[config.mk]
export PLATFORM = sky130hd
export DESIGN_NAME = switch_debouncer
export DESIGN_NICKNAME = d
export VERILOG_FILES = /design/src/rtl/switch_debouncer.sv
export SDC_FILE = /design/constraint.sdc
export NUM_CORES = 1
export LEC_CHECK = 0
export ABC_AREA = 1
export CAP_MARGIN = 20
export CELL_PAD_IN_SITES_DETAIL_PLACEMENT = 0
export CELL_PAD_IN_SITES_GLOBAL_PLACEMENT = 1
export CORE_MARGIN = 2
export CORE_UTILIZATION = 50
export CTS_BUF_LIST = sky130_fd_sc_hd__clkbuf_8
export CTS_CLUSTER_DIAMETER = 100
export DETAILED_ROUTE_END_ITERATION = 7
export MAX_ROUTING_LAYER = met4
export PLACE_DENSITY = 0.88
export REMOVE_ABC_BUFFERS = 1
export SYNTH_ARGS = -nofsm -noshare
export SYNTH_HDL_FRONTEND = slang
export SYNTH_SLANG_ARGS = --single-unit
[constraint.sdc]
create_clock -name clk -period 4.4 [get_ports clk]
set_input_delay 0.44 -clock clk [delete_from_list [all_inputs] [get_ports clk]]
set_output_delay 0.44 -clock clk [all_outputs]
set_load 0.05 [all_outputs]
[src/rtl/switch_debouncer.sv]
// -----------------------------------------------------------------------------
// switch_debouncer
//
// Purpose:
//   Cleans up a bouncing mechanical switch. The raw pin is first brought into
//   the clk domain through a SYNC_STAGES-deep flop chain. A four-state FSM with
//   a saturating-at-terminal counter then only accepts a new level once the
//   synchronized input has held it for DEBOUNCE_CYCLES consecutive clocks.
//   The accepted level, its edge pulses and a push-on/push-off toggle are all
//   registered outputs.
//
// Parameters:
//   DEBOUNCE_CYCLES : consecutive clocks a new level must persist (2..2^24)
//   SYNC_STAGES     : synchronizer depth (2..4)
//
// Ports:
//   clk       in   single clock, all state on its rising edge
//   rst       in   asynchronous, active-high reset
//   sw_raw    in   raw switch pin, asynchronous to clk
//   sw        out  debounced level
//   sw_rise   out  one-cycle pulse on the first cycle sw is 1 after being 0
//   sw_fall   out  one-cycle pulse on the first cycle sw is 0 after being 1
//   sw_toggle out  level that inverts on every sw_rise
//
// Latency: a clean change on sw_raw appears on sw exactly
// SYNC_STAGES + DEBOUNCE_CYCLES rising edges after the first edge that samples
// the new level.
// -----------------------------------------------------------------------------
module switch_debouncer #(
  parameter int DEBOUNCE_CYCLES = 500000,
  parameter int SYNC_STAGES     = 2
) (
  input  logic clk,
  input  logic rst,
  input  logic sw_raw,
  output logic sw,
  output logic sw_rise,
  output logic sw_fall,
  output logic sw_toggle
);

  // Wide enough to hold DEBOUNCE_CYCLES itself, so the terminal value
  // DEBOUNCE_CYCLES-1 always fits without wrap.
  localparam int CNT_W = $clog2(DEBOUNCE_CYCLES + 1);

  localparam logic [CNT_W-1:0] CNT_ZERO = '0;
  localparam logic [CNT_W-1:0] CNT_ONE  = CNT_W'(1);
  localparam logic [CNT_W-1:0] CNT_LAST = CNT_W'(DEBOUNCE_CYCLES - 1);

  typedef enum logic [1:0] {
    LOW       = 2'd0,
    WAIT_HIGH = 2'd1,
    HIGH      = 2'd2,
    WAIT_LOW  = 2'd3
  } state_t;

  // ---------------------------------------------------------------------------
  // Input synchronizer
  // ---------------------------------------------------------------------------
  logic [SYNC_STAGES-1:0] sync_chain_q;
  logic [SYNC_STAGES-1:0] sync_chain_d;
  logic                   sync_q;

  // Stage 0 captures the pin; every later stage copies its predecessor.
  for (genvar gi = 0; gi < SYNC_STAGES; gi++) begin : g_sync
    if (gi == 0) begin : g_first
      assign sync_chain_d[gi] = sw_raw;
    end else begin : g_rest
      assign sync_chain_d[gi] = sync_chain_q[gi-1];
    end
  end

  always_ff @(posedge clk or posedge rst) begin
    if (rst) begin
      sync_chain_q <= '0;
    end else begin
      sync_chain_q <= sync_chain_d;
    end
  end

  // Only the last stage is allowed into the debounce logic; earlier stages
  // may still be metastable.
  assign sync_q = sync_chain_q[SYNC_STAGES-1];

  // ---------------------------------------------------------------------------
  // Debounce FSM
  // ---------------------------------------------------------------------------
  state_t           state_q, state_d;
  logic [CNT_W-1:0] cnt_q,   cnt_d;

  logic sw_q,        sw_d;
  logic sw_rise_q,   sw_rise_d;
  logic sw_fall_q,   sw_fall_d;
  logic sw_toggle_q, sw_toggle_d;

  always_comb begin
    state_d = state_q;
    cnt_d   = cnt_q;

    unique case (state_q)
      LOW: begin
        // First sample of the new level already counts as one.
        if (sync_q) begin
          cnt_d   = CNT_ONE;
          state_d = WAIT_HIGH;
        end
      end

      WAIT_HIGH: begin
        if (!sync_q) begin
          // Bounced back: abandon this attempt, output untouched.
          cnt_d   = CNT_ZERO;
          state_d = LOW;
        end else if (cnt_q == CNT_LAST) begin
          cnt_d   = CNT_ZERO;
          state_d = HIGH;
        end else begin
          cnt_d   = cnt_q + CNT_ONE;
        end
      end

      HIGH: begin
        if (!sync_q) begin
          cnt_d   = CNT_ONE;
          state_d = WAIT_LOW;
        end
      end

      WAIT_LOW: begin
        if (sync_q) begin
          cnt_d   = CNT_ZERO;
          state_d = HIGH;
        end else if (cnt_q == CNT_LAST) begin
          cnt_d   = CNT_ZERO;
          state_d = LOW;
        end else begin
          cnt_d   = cnt_q + CNT_ONE;
        end
      end

      default: begin
        cnt_d   = CNT_ZERO;
        state_d = LOW;
      end
    endcase
  end

  // Outputs are decoded from the *next* state so that sw, its pulses and the
  // toggle all update on the same edge that commits the state transition.
  always_comb begin
    sw_d        = (state_d == HIGH) || (state_d == WAIT_LOW);
    sw_rise_d   = sw_d & ~sw_q;
    sw_fall_d   = ~sw_d & sw_q;
    sw_toggle_d = sw_toggle_q ^ sw_rise_d;
  end

  always_ff @(posedge clk or posedge rst) begin
    if (rst) begin
      state_q     <= LOW;
      cnt_q       <= CNT_ZERO;
      sw_q        <= 1'b0;
      sw_rise_q   <= 1'b0;
      sw_fall_q   <= 1'b0;
      sw_toggle_q <= 1'b0;
    end else begin
      state_q     <= state_d;
      cnt_q       <= cnt_d;
      sw_q        <= sw_d;
      sw_rise_q   <= sw_rise_d;
      sw_fall_q   <= sw_fall_d;
      sw_toggle_q <= sw_toggle_d;
    end
  end

  assign sw        = sw_q;
  assign sw_rise   = sw_rise_q;
  assign sw_fall   = sw_fall_q;
  assign sw_toggle = sw_toggle_q;

endmodule

# [Yosys cells after proc, flatten, opt, wreduce, memory -nomap -nowiden]
# Cells that the tools add are included.
[word_totals] ff_bits=27 out_inout_bits=4 wordCells=37
[classes] n_addsub=1 eq_ne=8 n_mux=13 bitwise=5 n_reduce_logical=3
[ops] cell="2-to-1 mux 19 bit" n=5
[ops] cell="one-hot mux 19 bit (4 select lines)" n=1
[ops] cell="adder 19 x 1 -> 19 bit, second input constant" n=1
[ops] cell="equality test 19 bit, second input constant" n=1
[ops] cell="2-to-1 mux 2 bit" n=6
[ops] cell="equality test 2 bit, second input constant" n=4
[ops] cell="one-hot mux 2 bit (4 select lines)" n=1
[ops] cell="inequality test 2 bit, second input constant" n=2
[ops] cell="bitwise AND 1 bit" n=2
[ops] cell="equality test 2 x 1 -> 1 bit, second input constant" n=1
[ops] cell="logical NOT 2 bit" n=1
[ops] cell="inverter 1 bit" n=2
[ops] cell="AND reduction 2 bit" n=1
[ops] cell="logical OR 1 bit" n=1
[ops] cell="XOR 1 bit" n=1

# [Longest topological paths before layout]
# Gate-level depths: netlist of run 1.
[depth] ltp_word=8 mapped_depth=10

# [Worst setup path after synthesis of run 1]
# Ideal clock, no wire load.
[synth_path] kind="reg2reg" start="reg cnt_q[0]" end="reg cnt_q[15]" setup_ns=0.119 arrival_ns=1.346 required_time_ns=4.281 setup_slack_ns=2.935 stages_incl_launch_ff=10 path_buffers=1 period_less_slack_ns=1.465 cell_sequence="dfrtp_1 -> ha_1 -> inv_1 -> nor2_4 -> nand3_1 -> o21ai_2 -> nand2_2 -> inv_2 -> buf_6 -> nor2_1"
[synth_via] elab_chain_cells=4 elab_cells_between_ends=6
[synth_rtl] element="from (decl)" line_no="89" rtl="logic [CNT_W-1:0] cnt_q, cnt_d;"
[synth_rtl] element="from (signal assigned)" line_no="167" rtl="cnt_q <= cnt_d;"
[synth_rtl] element="adder 19 x 1 -> 19 bit or equality test 19 bit (tied branches)"
[synth_rtl] element="2-to-1 mux 19 bit *" line_no="114, 133"
[synth_rtl] element="2-to-1 mux 19 bit (on tied branches)" line_no="130, 110"
[synth_rtl] element="one-hot mux 19 bit (4 select lines) *" line_no="100" rtl="unique case (state_q)"
# Every way passes the cells marked *; elsewhere a longest branch is shown, timed or not.
# A chain may end at the register's enable or synchronous reset.

# [Final worst setup path of run 1]
[layout_path] start="reg sw_toggle_q (netlist: sw_toggle)" end="out sw_toggle"
[layout_lines] element="from (decl)" line_no="94" rtl="logic sw_toggle_q, sw_toggle_d;"
[layout_lines] element="from (signal assigned)" line_no="171" rtl="sw_toggle_q <= sw_toggle_d;"
[layout_lines] element="to (decl)" line_no="39" rtl="output logic sw_toggle"
# No word-level cell between the ends.

==> flow_summary_export.csv, run 1 <==
group,metric,value,unit
sta,setup_tns,0,ns
power_and_ir_drop,swShare,0.237,
clock_network,cts_root_buffer,"clkbuf_8",
setup_path,worst_path_max_delay_cell,"clkdlybuf4s50_1",
finish,finalInstanceArea,1690,um2
routing,drcViolationCount,0,
global_route,track_usage,0.198,
power_and_ir_drop,p_comb_frac,0.067,
place,place_inst,239,
sta,rsz0062_at_grt,"false",
sta,hold_violations,0,
setup_path,cp_data_arrival_time,1.46,ns
routing,route.vias.total,1262,
sta,relSlewSlack,0.654,
sta,setup_viol,0,
routing,dr.pass1.iters,4,
synthesis,yosysSeqAreaShare,0.442,
clock_network,cts_hold_buf,0,
run,drv_cap,0,
power_and_ir_drop,switching_power,0.101,mW
routing,drt_iter0_drc,41,
floorplanning,start_util,0.513,
floorplanning,fp.dieW,59.3,um
finish,layout_common_cells,"nand2_1 (47), nor2_1 (36), inv_1 (33)",
synthesis,ys_ff_latch,27,
clock_network,clk_pin_slew,0.09,ns
global_route,grt_max_degree,28,
clock_network,post_cts_buffers,0,
routing,avgViaCountPerCell,5.17,
sta,finalCriticalPeriod,1.90,ns
setup_path,critPathBufInv,1,
setup_path,cp.required,3.96,ns
setup_path,crit_type,"reg2out",
status,status,"finished, final reports clean",
sta,worst_pin_slew,0.518,ns
place,hpwlAfterDp,2310,um
setup_path,critPathMaxFanout,3,
clock_network,cts.sinks,27,
min_path,hold_class,"reg2reg",
global_route,grt_pass1_wl,5110,um
clock_network,cts_tree,"done",
global_route,grt-ovfl-total,0,
floorplanning,ios,7,
floorplanning,core_area,2980,um2
floorplanning,die_area,3520,um2
synthesis,ys_types,26,
sta,finalMaxSlewViolations,0,
finish,num_antenna_cells,0,
routing,wire_per_inst,12.8,um
finish,syn2layout_area_growth,10.6,%
setup_path,crit_family,"buffers and inverters",
finish,layout_commonest_cell,"nand2_1",
power_and_ir_drop,leakagePower,0.825,nW
power_and_ir_drop,power_frac_seq,0.605,
sta,whs,0.367,ns
place,io_buffers,6,
setup_path,endpoint_kind,"primary output",
place,gp_congestion,0.836,
clock_network,clockBufferDepth,2,
finish,postLayoutCoreUtil,0.568,
sta,finClkSkew,0.00471,ns
setup_path,startpoint_type,"flip-flop",
floorplanning,row_count,20,
global_route,grt_pass1_vias,1158,
clock_network,cts_resized,0,
floorplanning,die_h,59.3,um
synthesis,synth_area,1530,um2
finish,layout.nets,216,
setup_path,critPathMaxStageDelay,0.81,ns
synthesis,yosys_warnings,0,
power_and_ir_drop,pwr-share-clk,0.327,
power_and_ir_drop,ir_drop,181,uV
global_route,antenna_found_initial,0,
setup_path,crit_chain,"clkdlybuf4s50_1",
clock_network,clock_latency,0.28,ns
routing,routed_wl,3110,um
sta,fmax,526,MHz
power_and_ir_drop,power_density,252,nW/um2
clock_network,cts_buffers,3,
clock_network,cts_max_level,1,
sta,finalCritPeriodShare,0.432,
finish,layout-drive-gt1-share,0.0995,
synthesis,synth_cells,201,
synthesis,avgSynthCellArea,7.61,um2
routing,ant_nets,0,
place,placed_area,1620,um2
power_and_ir_drop,p_int,0.325,mW
finish,instances_no_fill,244,
==> path summary, 6_finish.rpt <==
kind	startpoint	endpoint	slack, ns	cells past startpoint
max in group asynchronous	rst	cnt_q[16]	3.45	3
min reg2reg	sync_chain_q[0]	sync_chain_q[1]	0.37	0
max	sw_toggle	sw_toggle	2.50	1
max reg2reg	cnt_q[0]	cnt_q[10]	2.72	8
min	sync_chain_q[0]	sync_chain_q[1]	0.37	0
min in group asynchronous	rst	cnt_q[0]	0.48	2
==> cell usage after synthesis (all sizes together) <==
library cell,number,share of area
xnor2,2,0.016
buf,1,0.0074
nand3,15,0.061
nand4,8,0.033
inv,34,0.083
dfrtp,27,0.44
o21ai,5,0.019
a21oi,2,0.0065
ha,1,0.0082
nor2,39,0.11
and3,1,0.0041
nand2,52,0.14
or2,1,0.0041
xor2,7,0.040
nor3,6,0.029
==> sequential cells by signal (all words and copies together) (netlist names) <==
name and flops:
cnt_q 19, state_q 2, sync_chain_q 2, sw 1
sw_fall 1, sw_rise 1, sw_toggle 1
==> power by group through the flow <==
stage               sequential (mW)  combinational (mW)  clock, mW
CTS                           0.258              0.0258      0.145
floorplan                     0.262              0.0190          0
detailed placement            0.263              0.0259          0
global route                  0.259              0.0328      0.150
global placement              0.263              0.0249          0
finish                        0.258              0.0286      0.140
==> routing by layer <==
layer	up-vias	routed length, um	GRT usage
li1	636	-	-
met1	600	1410	0.246
met2	23	1580	0.319
met3	3	84	0.0349
met4	0	32	0.0779
met5	-	0	-
==> cell type report <==
class | instances | area [um2]
multi-input combinational | 139 | 714
clock buffer | 3 | 41.3
tap | 33 | 41.3
timing repair buffer | 7 | 87.6
sequential | 27 | 676
inverter | 34 | 128
fill | 282 | 1290
clock inverter | 1 | 3.75
==> metrics by stage <==
stage                     setup WS, ns  total power [mW]
after CTS                         2.49             0.429
final                             2.50             0.426
after detailed placement          2.67             0.289
after global routing              2.46             0.442
after global placement            2.77             0.287
after floorplan                   2.96             0.281
==> logic make-up after synthesis <==
logic type | Yosys count | synth area share
AOI/OAI and AO/OA | 7 | 0.0254
xor gates and xnor gates | 9 | 0.0565
adders and majority gates | 1 | 0.00818
buffers and inverters | 35 | 0.0908
DFF | 27 | 0.442
and+or+nand+nor | 122 | 0.377
Power figures use the tool's default switching activity.
==> run 2: changes to the inputs <==
Settings changed: CORE_UTILIZATION 50 to 46, PLACE_DENSITY 0.88 to 0.82.
Clock period 4.4 ns to 1.8 ns, I/O delays scaled along.
==> flow_summary_export.csv, run 2 (same netlist as run 1, synthesis figures left out) <==
group,metric,value,unit
status,status,"finished, final reports clean",
finish,reg.largest.list,"cnt_q x19, state_q x2, sync_chain_q x2",
setup_path,endpoint_kind,"primary output",
power_and_ir_drop,power_density,611,nW/um2
clock_network,cts_root_buffer,"clkbuf_8",
sta,finalMaxSlewViolations,0,
finish,top_register,"cnt_q",
setup_path,cp.required,1.62,ns
sta,hold_violations,0,
run,drv_cap,0,
sta,rsz0062_at_grt,"false",
sta,finalCriticalPeriod,1.64,ns
setup_path,critPathMaxStageDelay,0.81,ns
place,place_inst,251,
clock_network,clockBufferDepth,2,
floorplanning,fp.dieW,61.7,um
sta,setup_viol,0,
floorplanning,die_area,3800,um2
floorplanning,core_area,3100,um2
floorplanning,start_util,0.493,
global_route,grt_pass1_vias,1209,
clock_network,cts_buffers,3,
sta,relSlewSlack,0.662,
global_route,antenna_found_initial,0,
floorplanning,die_h,61.7,um
sta,finClkSkew,0.00207,ns
setup_path,worst_path_max_delay_cell,"clkdlybuf4s50_1",
finish,num_antenna_cells,0,
sta,finalCritPeriodShare,0.912,
floorplanning,row_count,20,
clock_network,cts_max_level,1,
sta,fmax,609,MHz
finish,largest_reg_flops,19,
power_and_ir_drop,ir_drop,380,uV
routing,drcViolationCount,0,
routing,dr.pass1.iters,4,
place,io_buffers,6,
clock_network,cts.sinks,27,
place,hpwlAfterDp,2380,um
clock_network,cts_hold_buf,0,
floorplanning,ios,7,
routing,route.vias.total,1248,
clock_network,cts_resized,0,
finish,layout-drive-gt1-share,0.0995,
setup_path,crit_chain,"clkdlybuf4s50_1",
setup_path,critPathMaxFanout,3,
global_route,grt_pass1_wl,5380,um
sta,setup_tns,0,ns
clock_network,clock_latency,0.27,ns
setup_path,startpoint_type,"flip-flop",
place,gp_congestion,0.873,
power_and_ir_drop,leakagePower,0.817,nW
global_route,track_usage,0.202,
setup_path,crit_type,"reg2out",
routing,avgViaCountPerCell,4.89,
global_route,grt_max_degree,28,
routing,routed_wl,3030,um
min_path,hold_class,"in2async",
clock_network,cts_tree,"done",
finish,layout_commonest_cell,"nand2_1",
finish,syn2layout_area_growth,10.2,%
clock_network,clk_pin_slew,0.09,ns
clock_network,post_cts_buffers,0,
setup_path,critPathBufInv,1,
sta,whs,0.253,ns
setup_path,crit_family,"buffers and inverters",
finish,instances_no_fill,255,
routing,drt_iter0_drc,80,
place,place_ws,0.176,ns
routing,ant_nets,0,
sta,worst_pin_slew,0.506,ns
finish,layout.nets,216,
sta,layout_setup_ws,0.159,ns
setup_path,cp_data_arrival_time,1.46,ns
finish,layout_common_cells,"nand2_1 (47), nor2_1 (36), inv_1 (33)",
global_route,grt-ovfl-total,0,
routing,wire_per_inst,11.9,um
## run 2: path summary, 6_finish.rpt
kind	start	depth (start not counted)	to	slack (ns)
max in group asynchronous	rst	3	cnt_q[15]	1.30
setup reg to reg	cnt_q[0]	8	cnt_q[13]	0.17
hold reg to reg	sync_chain_q[0]	0	sync_chain_q[1]	0.36
setup / recovery	sw_toggle	1	sw_toggle	0.16
hold / removal	rst	3	sync_chain_q[1]	0.25
min in group clk	sw_raw	1	sync_chain_q[0]	0.34
## run 2: final cells by class
class	instances	area [um2]
tap	44	55.1
sequential	27	676
inverter	34	128
fill	314	1420
clock buffer	3	41.3
multi-input combinational	139	714
timing repair buffer	7	67.6
clock inverter	1	3.75
## run 2: power by group
part	leakage [nW]	total (mW)	switching [mW]	internal, mW
clock	0.0269	0.336	0.183	0.153
combinational	0.423	0.0635	0.0438	0.0197
sequential	0.367	0.630	0.0131	0.617
## run 2: routing by layer
layer,wire (um),part of all wire,track usage,vias to the layer above
met5,0,0,-,-
met3,90,0.030,0.0252,5
li1,-,-,-,639
met1,1460,0.48,0.267,583
met2,1430,0.47,0.319,21
met4,49,0.016,0.0729,0
## run 2: through the flow
stage | utilization | cell area, um2 | power [mW]
after detailed placement | 0.529 | 1640 | 0.708
after global routing | 0.543 | 1690 | 1.09
final | 0.543 | 1690 | 1.03
after floorplan | - | 1520 | 0.686
after CTS | 0.543 | 1690 | 1.05
after global placement | 0.529 | 1640 | 0.705
## run 2: worst reg2reg max path, delay by kind of cell (launching register included)
family | cells | cell delay [ns]
buffers and inverters | 2 | 0.27
adder cells (fa/ha/maj) | 1 | 0.18
AND/OR/NAND/NOR | 4 | 0.50
AO/OA/AOI/OAI | 1 | 0.17
flip-flops | 1 | 0.41
